[config.mk]
export PLATFORM = sky130hd
export DESIGN_NAME = vending_fsm
export DESIGN_NICKNAME = d
export VERILOG_FILES = /design/src/rtl/vending_pkg.sv /design/src/rtl/vending_fsm_coin_decoder.sv /design/src/rtl/vending_fsm.sv
export SDC_FILE = /design/constraint.sdc
export NUM_CORES = 1
export LEC_CHECK = 0
export ABC_CLOCK_PERIOD_IN_PS = 4500
export CORE_AREA = 2 2 39 41
export CTS_CLUSTER_SIZE = 10
export DETAILED_ROUTE_END_ITERATION = 7
export DIE_AREA = 0 0 41 43
export PLACE_DENSITY = 0.83
export SLEW_MARGIN = 20
export SYNTH_ARGS = -nofsm -noshare
export SYNTH_HDL_FRONTEND = slang
export SYNTH_SLANG_ARGS = --single-unit
[constraint.sdc]
create_clock -name clk -period 4.5 [get_ports clk]
set_input_delay 0.9 -clock clk [delete_from_list [all_inputs] [get_ports clk]]
set_output_delay 0.9 -clock clk [all_outputs]
set_load 0.05 [all_outputs]
[src/rtl/vending_pkg.sv]
// Shared constants, state encoding and credit/state mapping for the Rs.20 vending controller.
package vending_pkg;

  localparam logic [1:0] COIN_5  = 2'b00;
  localparam logic [1:0] COIN_10 = 2'b01;
  localparam logic [1:0] COIN_15 = 2'b10;
  localparam logic [1:0] COIN_20 = 2'b11;

  localparam logic [5:0] PRICE = 6'd20;

  typedef enum logic [1:0] {S0, S5, S10, S15} state_t;

  function automatic state_t credit_to_state(input logic [5:0] credit);
    state_t s;
    case (credit)
      6'd0:    s = S0;
      6'd5:    s = S5;
      6'd10:   s = S10;
      6'd15:   s = S15;
      default: s = S0;
    endcase
    return s;
  endfunction

  function automatic logic [5:0] state_to_credit(input state_t s);
    logic [5:0] c;
    case (s)
      S0:      c = 6'd0;
      S5:      c = 6'd5;
      S10:     c = 6'd10;
      S15:     c = 6'd15;
      default: c = 6'd0;
    endcase
    return c;
  endfunction

endpackage

[src/rtl/vending_fsm_coin_decoder.sv]
// Combinational coin-code to rupee-value decoder.
module coin_decoder
  import vending_pkg::*;
(
  input  logic [1:0] x_i,
  output logic [5:0] value_o
);

  always_comb begin
    case (x_i)
      COIN_5:  value_o = 6'd5;
      COIN_10: value_o = 6'd10;
      COIN_15: value_o = 6'd15;
      COIN_20: value_o = 6'd20;
      default: value_o = 6'd0;
    endcase
  end

endmodule

[src/rtl/vending_fsm.sv]
// Single-product (Rs.20) vending FSM: one coin per clock, registered item count and refund pulse.
// Define REFUND_EN to return overpayment as a refund pulse; otherwise the excess is carried as credit.
module vending_fsm
  import vending_pkg::*;
(
  input  logic       clk,
  output logic [3:0] item,
  input  logic [1:0] x,
  input  logic       rst,
  output logic       refund
);

  logic [5:0] coin_value_s;
  logic [5:0] sum_d;
  state_t     state_q, state_d;
  logic [3:0] item_q, item_d;
  logic       refund_q, refund_d;

  coin_decoder u_coin_decoder (
    .x_i     (x),
    .value_o (coin_value_s)
  );

  always_comb begin
    sum_d    = state_to_credit(state_q) + coin_value_s;
    state_d  = state_q;
    item_d   = item_q;
    refund_d = 1'b0;
    if (sum_d < PRICE) begin
      state_d = credit_to_state(sum_d);
    end else begin
      item_d = item_q + 4'd1;
      if (sum_d == PRICE) begin
        state_d = S0;
      end else begin
`ifdef REFUND_EN
        state_d  = S0;
        refund_d = 1'b1;
`else
        state_d  = credit_to_state(sum_d - PRICE);
`endif
      end
    end
  end

  always_ff @(posedge clk) begin
    if (rst) begin
      state_q  <= S0;
      item_q   <= 4'd0;
      refund_q <= 1'b0;
    end else begin
      state_q  <= state_d;
      item_q   <= item_d;
      refund_q <= refund_d;
    end
  end

  assign item   = item_q;
  assign refund = refund_q;

endmodule

## Word-level counts from Yosys, hierarchy flattened

Index checks and enable logic that the tools add are counted.

| operators by class | value |
|---|---|
| magnitude comparators | 1 |
| reductions and logical operators | 2 |
| mux-type cells | 6 |
| add/subtract/negate cells | 3 |
| eq/ne operators | 13 |

Operator list:

| cell | number |
|---|---|
| case mux 6 bit (4 select lines) | 2 |
| equality test 6 x 4 -> 1 bit, second input constant | 4 |
| equality test 6 x 3 -> 1 bit, second input constant | 2 |
| case mux 2 bit (3 select lines) | 2 |
| equality test 2 bit, second input constant | 4 |
| adder 6 bit | 1 |
| equality test 6 x 5 -> 1 bit, second input constant | 1 |
| less-than comparator 6 x 5 -> 1 bit, second input constant | 1 |
| subtractor 6 x 5 -> 6 bit, second input constant | 1 |
| adder 4 x 1 -> 4 bit, second input constant | 1 |
| equality test 2 x 1 -> 1 bit, second input constant | 2 |
| zero test 2 bit | 2 |
| 2-to-1 mux 2 bit | 2 |

| word-level totals | value |
|---|---|
| register bits | 6 |
| word-level logic and storage cells | 27 |
| bits of input ports | 4 |

## Longest topological paths before layout

Gate-level depths: netlist of run 1.

| logic depth | value |
|---|---|
| word-level depth | 8 |
| mapped depth | 12 |

## By module

A second synthesis of run 1 with hierarchy kept.

| second synthesis, totals | value |
|---|---|
| cells, all modules | 110 |
| area, all modules | 904.6 um^2 |

Modules (own cells, without submodules):

| module | instances | cells an instance | area an instance (um^2) |
|---|---|---|---|
| vending_fsm | 1 | 99 | 818.3 |
| coin_decoder | 1 | 11 | 86.3 |

## Least setup slack after synthesis of run 1

Ideal clock, no wire load.

| timing | value |
|---|---|
| kind | input to register |
| start | in x[0] |
| end | reg item_q[3], in the netlist item[3] |
| stages | 12 |
| data required time | 4.430 ns |
| arrival | 3.048 ns |
| setup slack | 1.382 ns |
| setup time | 0.070 ns |
| path through | inv_1 -> ha_1 -> or2_2 -> ha_1 -> inv_1 -> fa_1 -> nand2b_2 -> a21oi_4 -> xor2_4 -> a21oi_2 -> or3_1 -> a21oi_1 |

| on the way | value |
|---|---|
| longest elaborated chain between the ends | 4 |
| elaborated cells on any way between the ends | 7 |
| those cells by class | add/sub (1); order compare (1); eq/ne (3); mux (1); reduce/logical (1) |

RTL lines:

| what | RTL line | text |
|---|---|---|
| from (decl) | vending_fsm.sv:8 | `input logic [1:0] x,` |
| equality test 2 bit, or another cell as far along | vending_fsm_coin_decoder.sv:10 | `case (x_i)` |
| case mux 6 bit (4 select lines) (*) | vending_fsm_coin_decoder.sv:10 |  |
| adder 6 bit (*) | vending_fsm.sv:25 | `sum_d = state_to_credit(state_q) + coin_value_s;` |
| less-than comparator 6 x 5 -> 1 bit (*) | vending_fsm.sv:29 | `if (sum_d < PRICE) begin` |
| to (signal assigned) | vending_fsm.sv:53 | `item_q <= item_d;` |
| to (decl) | vending_fsm.sv:16 | `logic [3:0] item_q, item_d;` |

Every way passes the cells marked *; elsewhere a longest branch is shown, timed or not. The select of a mux whose other input is x is not followed.
A chain may end at the register's enable or synchronous reset.

## Worst setup path after layout of run 1

| timing | value |
|---|---|
| start | in x[0] |
| end | reg item_q[1], in the netlist item[1] |

The elaborated chain is that of the path after synthesis.

==> results of run 1 <==
area by class of cell:
class	instances	area share, %
clock buffers	3	3.07
inverters	8	4.10
multi-input cells	61	64.2
flip-flops and latches	6	16.4
well taps	16	2.73
repair buffers	7	9.56
layer usage:
metal  wire length (um)  up-vias
met3                 37        2
met4                 14        0
met5                  0        -
met1                517      246
li1                   -      281
met2                637       12
power groups by stage:
| stage | sequential (mW) | combinational [mW] | clock, mW |
|---|---|---|---|
| floorplan | 0.0989 | 0.181 | 0 |
| global placement | 0.0774 | 0.243 | 0 |
| detailed placement | 0.0768 | 0.252 | 0 |
| CTS | 0.0778 | 0.253 | 0.0533 |
| global route | 0.0794 | 0.279 | 0.0563 |
| finish | 0.0775 | 0.253 | 0.0522 |
logic make-up (layout without fill, tap and decap cells):
family | Yosys count | after routing | synth area share [%]
xor+xnor | 5 | 5 | 9.84
compound gates | 22 | 22 | 22.8
mux | 1 | 1 | 1.57
fa+ha+maj | 9 | 9 | 18.9
other cells | 1 | 1 | 0.590
buf+inv | 11 | 18 | 7.09
flops | 6 | 6 | 18.9
simple gates | 23 | 23 | 20.3
sequential cells by signal (all words and copies together) (netlist names):
signal,flops
state_q,2
item,4
worst max-delay path: stages:
cell and delay (ns):
clkdlybuf4s50_1 0.51, inv_1 0.07, ha_1 0.19, or2_2 0.29, ha_1 0.22, inv_1 0.09
fa_1 0.25, xor2_1 0.46, nand3_1 0.21, a21oi_2 0.33, mux2i_1 0.22, nor2_1 0.05
how the worst min path moves through the flow:
stage / startpoint / to / slack (ns)
CTS: item[3] / item[3] / 0.49
global placement: item[3] / item[3] / 0.47
detailed placement: item[3] / item[3] / 0.48
finish: item[3] / item[3] / 0.49
floorplan: item[3] / item[3] / 0.71
global route: item[3] / item[3] / 0.52
per-stage QoR:
step	area, um2	hold WS, ns	power (mW)	setup WS [ns]	util, %
after floorplan	636	0.707	0.280	1.38	-
after global placement	711	0.466	0.320	0.677	51.4
after detailed placement	711	0.481	0.329	0.551	51.4
after CTS	733	0.489	0.384	0.820	53.0
after global routing	733	0.516	0.415	0.569	53.0
final	733	0.488	0.383	0.852	53.0
synthesized netlist by cell type (all sizes together) (2+ instances only):
library cell / number / area share, %
nor2: 6 / 3.5
inv: 8 / 4.7
nand3: 3 / 2.4
clkbuf: 2 / 1.2
nand2b: 2 / 2.4
dfxtp: 6 / 19
nor2b: 2 / 2.0
nand2: 2 / 1.2
o21ai: 6 / 4.7
xor2: 4 / 8.5
or3: 2 / 2.0
o21bai: 2 / 2.4
a21oi: 9 / 9.4
ha: 8 / 16
layout by cell type, fill, tap and decap left out, types with 3 or more instances in the layout:
| master | synthesis | final |
|---|---|---|
| inv_1 | 8 | 8 |
| clkdlybuf4s50_1 | 0 | 7 |
| nor2_1 | 6 | 6 |
| o21ai_0 | 6 | 6 |
| ha_1 | 8 | 8 |
| nand3_1 | 3 | 3 |
| clkbuf_4 | 0 | 3 |
| a21oi_1 | 7 | 7 |
| dfxtp_1 | 6 | 6 |
| xor2_1 | 3 | 3 |
==> flow_summary.json, run 1 <==
{
  "drive_gt1_share_pct": 11.8,
  "firstDrtPassIters": 2,
  "finalCritPeriodShare_pct": 81.1,
  "min_period_ns": 3.65,
  "hold_violations": 0,
  "num_io_pins": 9,
  "synth_nets": 91,
  "vias": 541,
  "overflow": 0,
  "clkLatencyLatePin_ns": 0.25,
  "final.setup.tns_ns": 0,
  "max-vdd-ir-drop_mv": 0.217,
  "top_usage_layer": "met2",
  "synth-main-ff-cell": "dfxtp_1",
  "final_cells": 101,
  "rr_endpoint": "item[1]",
  "yosys_warnings": 0,
  "synthToLayoutAreaGrowth_pct": 15.4,
  "grt.total_usage_pct": 16.9,
  "cp.required_ns": 4.64,
  "fmax_mhz": 274,
  "hold_path.class": "register to register",
  "grt_pass1_vias": 510,
  "grt_pass1_wl_um": 2020,
  "fin_nets": 100,
  "detail-route-antenna-nets": 0,
  "cp-endpoint": "item[1]",
  "crit_fanout": 7,
  "cp-end-kind": "register",
  "dieArea_um2": 1760,
  "drc_errors": 0,
  "async_flop_share_pct": 0,
  "setup_viol": 0,
  "die_height_um": 43,
  "synth_edf_count": 0,
  "clk_pin_slew_ns": 0.05,
  "synth_cell_types": 34,
  "netSwitchingPower_mw": 0.184,
  "dp.cells": 98,
  "grt_util_met3_pct": 4.71,
  "p_clk_share_pct": 13.6,
  "cts-root-buf": "clkbuf_4",
  "r2r-start": "state_q[0]",
  "pwr-share-seq_pct": 20.2,
  "multi_input_area_um2": 470,
  "slew_headroom_pct": 64.4,
  "wl_per_cell_um": 12.0,
  "met1_usage_pct": 18.8,
  "critPathKind": "input pin to register",
  "cts_sinks": 6,
  "antenna_found_initial": 0,
  "first_iter_violations": 8,
  "internal_power_mw": 0.199,
  "swShare_pct": 48.0,
  "worst_pin_slew_ns": 0.535,
  "grt_use_met2_pct": 28.1,
  "post-dp-hpwl_um": 952,
  "drv_slew": 0,
  "grt_setup_unrepaired": "no",
  "fillers": 142,
  "cp-start-kind": "input pin",
  "core_area_um2": 1380,
  "gp_congestion": 0.801,
  "syn_area_um2": 636,
  "finClkSkew_ns": 0.000394,
  "fp-row-count": 14,
  "start_util_pct": 45.9,
  "ys_ff_latch": 6,
  "holdPathStages": 2,
  "cts_hold_buf": 0,
  "cts_setup_buffers": 0,
  "synthCells": 78,
  "outcome": "completed",
  "routed_via_density": 5.36,
  "r2r_slack_ns": 2.00,
  "arrival_ns": 3.79,
  "critPathLaunch": "x[0]",
  "antennaDiodeCount": 0,
  "htree_num_levels": 1,
  "leakagePower_nw": 0.295,
  "ff_latch_area_um2": 120,
  "fp.dieW_um": 41,
  "combPwrFrac_pct": 66.1,
  "grt_max_degree": 8,
  "cts_tree": "built",
  "cts_buffers": 3,
  "clock_path_buffers": 2,
  "p_per_area_nw_per_um2": 522,
  "syn_avg_cell_area_um2": 8.15,
  "port_buffers": 7,
  "cap_violations": 0,
  "worst_r2r_path_depth": 8,
  "drt_wl_total_um": 1210,
  "seq_area_frac_synth_pct": 18.9,
  "cts-resized-gates": 0
}
Note: power is estimated with default switching activity, not from simulation.
==> run 2: changes to the inputs <==
--- a/config.mk
+++ b/config.mk
@@ -5,12 +5,12 @@
 export SDC_FILE = /design/constraint.sdc
 export NUM_CORES = 1
 export LEC_CHECK = 0
-export ABC_CLOCK_PERIOD_IN_PS = 4500
-export CORE_AREA = 2 2 39 41
+export ABC_CLOCK_PERIOD_IN_PS = 3050
+export CORE_MARGIN = 2
+export CORE_UTILIZATION = 47
 export CTS_CLUSTER_SIZE = 10
 export DETAILED_ROUTE_END_ITERATION = 7
-export DIE_AREA = 0 0 41 43
-export PLACE_DENSITY = 0.83
+export PLACE_DENSITY = 0.85
 export SLEW_MARGIN = 20
 export SYNTH_ARGS = -nofsm -noshare
 export SYNTH_HDL_FRONTEND = slang
==> constraint.sdc (replaced) <==
create_clock -name clk -period 3.05 [get_ports clk]
set_input_delay 0.61 -clock clk [delete_from_list [all_inputs] [get_ports clk]]
set_output_delay 0.61 -clock clk [all_outputs]
set_load 0.05 [all_outputs]
==> flow_summary.json, run 2 (synthesized netlist as in run 1, its figures left out) <==
{
  "core_area_um2": 1280,
  "fp.dieW_um": 40.8,
  "worstHoldStart": "item[3]",
  "setup_viol": 0,
  "num_io_pins": 9,
  "clkLatencyLatePin_ns": 0.25,
  "combPwrFrac_pct": 70.5,
  "outcome": "completed",
  "overflow": 0,
  "hold_path.class": "register to register",
  "largest_register_ffs": 4,
  "finalCritPeriodShare_pct": 91.6,
  "vias": 613,
  "cts_buffers": 3,
  "first_iter_violations": 14,
  "r2r_slack_ns": 0.87,
  "port_buffers": 7,
  "drt_wl_total_um": 1360,
  "rr_endpoint": "state_q[0]",
  "hold_violations": 0,
  "grt_setup_unrepaired": "no",
  "p_per_area_nw_per_um2": 755,
  "grt_max_degree": 8,
  "swShare_pct": 45.8,
  "pwr-share-seq_pct": 18.0,
  "antenna_found_initial": 0,
  "max-vdd-ir-drop_mv": 0.432,
  "preCtsSetupSlack_ns": -0.337,
  "cts-root-buf": "clkbuf_4",
  "fin_nets": 114,
  "detail-route-antenna-nets": 0,
  "start_util_pct": 49.5,
  "cts_sinks": 6,
  "grt.total_usage_pct": 19.8,
  "cts_hold_buf": 0,
  "final_util_pct": 66.3,
  "multi_input_area_um2": 488,
  "final.setup.tns_ns": 0,
  "worst_pin_slew_ns": 0.531,
  "htree_num_levels": 1,
  "crit_fanout": 7,
  "drv_slew": 0,
  "min_period_ns": 2.80,
  "routed_via_density": 5.38,
  "cts_tree": "built",
  "slew_headroom_pct": 64.5,
  "final.setup.worst_slack_ns": 0.255,
  "synthToLayoutAreaGrowth_pct": 34.1,
  "gp_congestion": 0.841,
  "p_clk_share_pct": 11.5,
  "final_cell_mix": "buf_4 (14), inv_1 (8), a21oi_1 (7), ha_1 (7)",
  "internal_power_mw": 0.348,
  "drive_gt1_share_pct": 27.3,
  "drc_errors": 0,
  "clk_pin_slew_ns": 0.05,
  "cp-start-kind": "input pin",
  "fp-row-count": 13,
  "firstDrtPassIters": 4,
  "antennaDiodeCount": 0,
  "wl_per_cell_um": 11.9,
  "grt_pass1_wl_um": 2100,
  "clock_path_buffers": 2,
  "arrival_ns": 2.93,
  "hold_end": "item[3]",
  "r2r-start": "state_q[0]",
  "dieArea_um2": 1660,
  "critPathKind": "input pin to register",
  "cp.required_ns": 3.18,
  "cap_violations": 0,
  "leakagePower_nw": 0.368,
  "fmax_mhz": 358,
  "die_height_um": 40.8,
  "cp-end-kind": "register",
  "ff_latch_area_um2": 120,
  "grt_pass1_vias": 525,
  "post-dp-hpwl_um": 1110,
  "mostFrequentLayoutCell": "buf_4",
  "netSwitchingPower_mw": 0.295,
  "fillers": 105,
  "worst_r2r_path_depth": 10,
  "holdPathStages": 2,
  "finClkSkew_ns": 0.00679
}
[run 2: cell types whose count changed in the layout (fill, tap and decap cells not counted), sizes merged]
cell and delta:
buf +14, clkdlybuf4s50 -2, dlygate4sd2 +2
[run 2: worst max-delay path, stage by stage]
cell,delay (ns)
dlygate4sd2_1,0.21
inv_1,0.06
ha_1,0.19
or2_2,0.30
ha_2,0.18
inv_1,0.07
fa_2,0.21
and2b_2,0.21
o21bai_1,0.16
nand3_1,0.17
a21oi_4,0.28
mux2i_1,0.22
nor2_1,0.05
[run 2: worst max-delay path by stage]
stage	from	end	slack, ns	depth (start not counted)
floorplan	x[0]	item[3]	0.22	12
finish	x[0]	item[1]	0.25	13
global placement	x[1]	state_q[0]	-0.20	14
global route	x[0]	item[1]	0.06	13
detailed placement	x[0]	item[1]	-0.34	13
CTS	x[0]	item[1]	0.25	13
[run 2: layer usage]
metal  vias up  GRT usage [%]  share of wire [%]
met4         0           8.33                2.1
met5         -              0                  0
li1        313              -                  -
met3         4           6.52                3.5
met2        16           34.9                 51
met1       280           21.5                 43
[run 2: timing repair]
| action | 4_1_cts | 5_1_grt |
|---|---|---|
| gates resized for setup | 6 | 0 |
| buffers inserted | 0 | 0 |
| endpoints found under the setup margin | 4 | 0 |
[run 2: power by group through the flow]
stage               Combinational [mW]  Clock, mW  Sequential, mW
floorplan                        0.268          0           0.146
global placement                 0.418          0           0.113
detailed placement               0.436          0           0.116
CTS                              0.452     0.0770           0.115
global route                     0.493     0.0799           0.117
finish                           0.454     0.0739           0.116
[run 2: cell type report]
class	instances	share of cell area (%)
sequential	6	14.1
clock buffer	3	2.64
timing repair buffer	21	20.3
multi-input combinational	61	57.3
inverter	8	3.52
tap	15	2.20
[run 2: stage by stage]
| stage | hold slack (ns) | power, mW | cells | area [um2] |
|---|---|---|---|---|
| after floorplan | 0.679 | 0.413 | 78 | 636 |
| after global placement | 0.472 | 0.530 | 111 | 815 |
| after detailed placement | 0.481 | 0.551 | 111 | 815 |
| after CTS | 0.490 | 0.643 | 114 | 852 |
| after global routing | 0.507 | 0.690 | 114 | 852 |
| final | 0.489 | 0.643 | 114 | 852 |
==> run 3: changes to the inputs <==
--- a/config.mk
+++ b/config.mk
@@ -7,10 +7,10 @@
 export LEC_CHECK = 0
 export ABC_CLOCK_PERIOD_IN_PS = 3050
 export CORE_MARGIN = 2
-export CORE_UTILIZATION = 47
+export CORE_UTILIZATION = 35
 export CTS_CLUSTER_SIZE = 10
 export DETAILED_ROUTE_END_ITERATION = 7
-export PLACE_DENSITY = 0.85
+export PLACE_DENSITY = 0.69
 export SLEW_MARGIN = 20
 export SYNTH_ARGS = -nofsm -noshare
 export SYNTH_HDL_FRONTEND = slang
==> flow_summary.json, run 3 (synthesized netlist as in run 1, its figures left out) <==
{
  "gp_congestion": 0.844,
  "clkLatencyLatePin_ns": 0.24,
  "total_power_mw": 0.730,
  "antennaDiodeCount": 0,
  "slew_headroom_pct": 66.3,
  "drv_slew": 0,
  "grt_pass1_wl_um": 2240,
  "cap_violations": 0,
  "fp-row-count": 15,
  "setup_viol": 0,
  "grt.total_usage_pct": 14.3,
  "cp-start-kind": "input pin",
  "detail-route-antenna-nets": 0,
  "port_buffers": 7,
  "preCtsSetupSlack_ns": -0.362,
  "clk_pin_slew_ns": 0.05,
  "final_cell_mix": "buf_4 (14), ha_1 (7)",
  "cp_top_family": "adder cells",
  "finClkSkew_ns": 0.00738,
  "rr_endpoint": "state_q[1]",
  "cp-end-kind": "register",
  "cts_sinks": 6,
  "r2r-start": "state_q[0]",
  "r2r_slack_ns": 0.89,
  "grt_setup_unrepaired": "no",
  "cp.required_ns": 3.16,
  "core_area_um2": 1710,
  "start_util_pct": 37.2,
  "fp.dieW_um": 46.6,
  "grt_max_degree": 8,
  "min_period_ns": 2.63,
  "synthToLayoutAreaGrowth_pct": 51.8,
  "drc_errors": 0,
  "max-vdd-ir-drop_mv": 0.367,
  "fin_area_um2": 965,
  "num_io_pins": 9,
  "post-dp-hpwl_um": 1080,
  "arrival_ns": 2.74,
  "worst_r2r_path_depth": 10,
  "hold_end": "item[3]",
  "cts_buffers": 3,
  "antenna_found_initial": 0,
  "drive_gt1_share_pct": 38.6,
  "drt_wl_total_um": 1410,
  "dieArea_um2": 2170,
  "cpPeakStageDelay_ns": 0.35,
  "htree_num_levels": 1,
  "holdPathStages": 2,
  "die_height_um": 46.6,
  "leakagePower_nw": 0.409,
  "final.setup.worst_slack_ns": 0.422,
  "routed_via_density": 4.87,
  "place_area_um2": 835,
  "slowest_stage": "fa_2",
  "clock_path_buffers": 2,
  "fin_nets": 116,
  "hold_path.class": "register to register",
  "fmax_mhz": 381,
  "first_iter_violations": 12,
  "firstDrtPassIters": 4,
  "vias": 614,
  "overflow": 0,
  "wl_per_cell_um": 11.2,
  "outcome": "completed",
  "critPathKind": "input pin to register",
  "largest_register_ffs": 4,
  "path_cells": "dlymetal6s2s_1, inv_1, ha_1, or2_2, ha_2, inv_2, fa_2, buf_4, xor2_4, buf_6, and4_1, a31o_2, a21oi_2, nor2_1",
  "finalCritPeriodShare_pct": 86.2,
  "cts-root-buf": "clkbuf_4",
  "crit_fanout": 6,
  "path_buf_inv": 5,
  "fillers": 144,
  "mostFrequentLayoutCell": "buf_4",
  "hold_violations": 0,
  "grt_pass1_vias": 589,
  "cts_tree": "built",
  "worst_pin_slew_ns": 0.504,
  "p_per_area_nw_per_um2": 757,
  "worstHoldStart": "item[3]"
}
-- run 3: area by class of cell --
class                   instances  area [um2]  area share [%]
clock buffers                   3        22.5            2.33
inverters                       8        30.0            3.11
multi-input cells              61         558            57.8
flip-flops and latches          6         120            12.5
well taps                      25        31.3            3.24
repair buffers                 23         203            21.0
-- run 3: timing repair --
action / CTS / global route
setup endpoints to repair: 5 / 6
gates resized for setup: 6 / 16
hold buffers: 0 / 0
hold endpoints to repair: 0 / 0
pin swaps: 5 / 3
buffers inserted: 0 / 1
-- run 3: worst max path at each step --
stage | depth (start not counted) | startpoint | endpoint | slack, ns
floorplan | 12 | x[0] | item[3] | 0.22
global placement | 13 | x[1] | state_q[0] | -0.24
detailed placement | 13 | x[1] | item[1] | -0.36
CTS | 13 | x[1] | item[1] | 0.004
global route | 13 | x[1] | item[3] | 0.29
finish | 14 | x[1] | state_q[1] | 0.42
-- run 3: power by group --
part / leakage (nW) / total (mW) / internal [mW] / switching [mW]
clock network: 0.0138 / 0.0706 / 0.0443 / 0.0262
logic: 0.346 / 0.547 / 0.263 / 0.284
registers: 0.0488 / 0.113 / 0.0970 / 0.0156
-- run 3: routing by layer --
metal | global-route usage [%] | share of wire [%]
met1 | 16.0 | 43
met2 | 26.4 | 56
met3 | 3.53 | 1.6
met4 | 3.89 | 0
met5 | 0 | 0
-- run 3: stage by stage --
stage / TNS (ns) / util [%] / std cells / hold slack, ns
6_report: 0 / 56.5 / 126 / 0.491
5_1_grt: 0 / 56.5 / 126 / 0.537
4_1_cts: 0 / 52.2 / 125 / 0.490
3_5_place_dp: -1.86 / 48.9 / 122 / 0.483
3_3_place_gp: -1.26 / 48.9 / 122 / 0.465
2_1_floorplan: 0 / - / 78 / 0.679
-- run 3: worst register-to-register path, cell delays in order, from the launching register on --
cell	delay, ns
dfxtp_1	0.34
ha_2	0.19
inv_2	0.04
fa_2	0.35
buf_4	0.17
xor2_4	0.18
buf_6	0.15
and4_1	0.17
a31o_2	0.24
a21oi_2	0.15
nor2_1	0.06
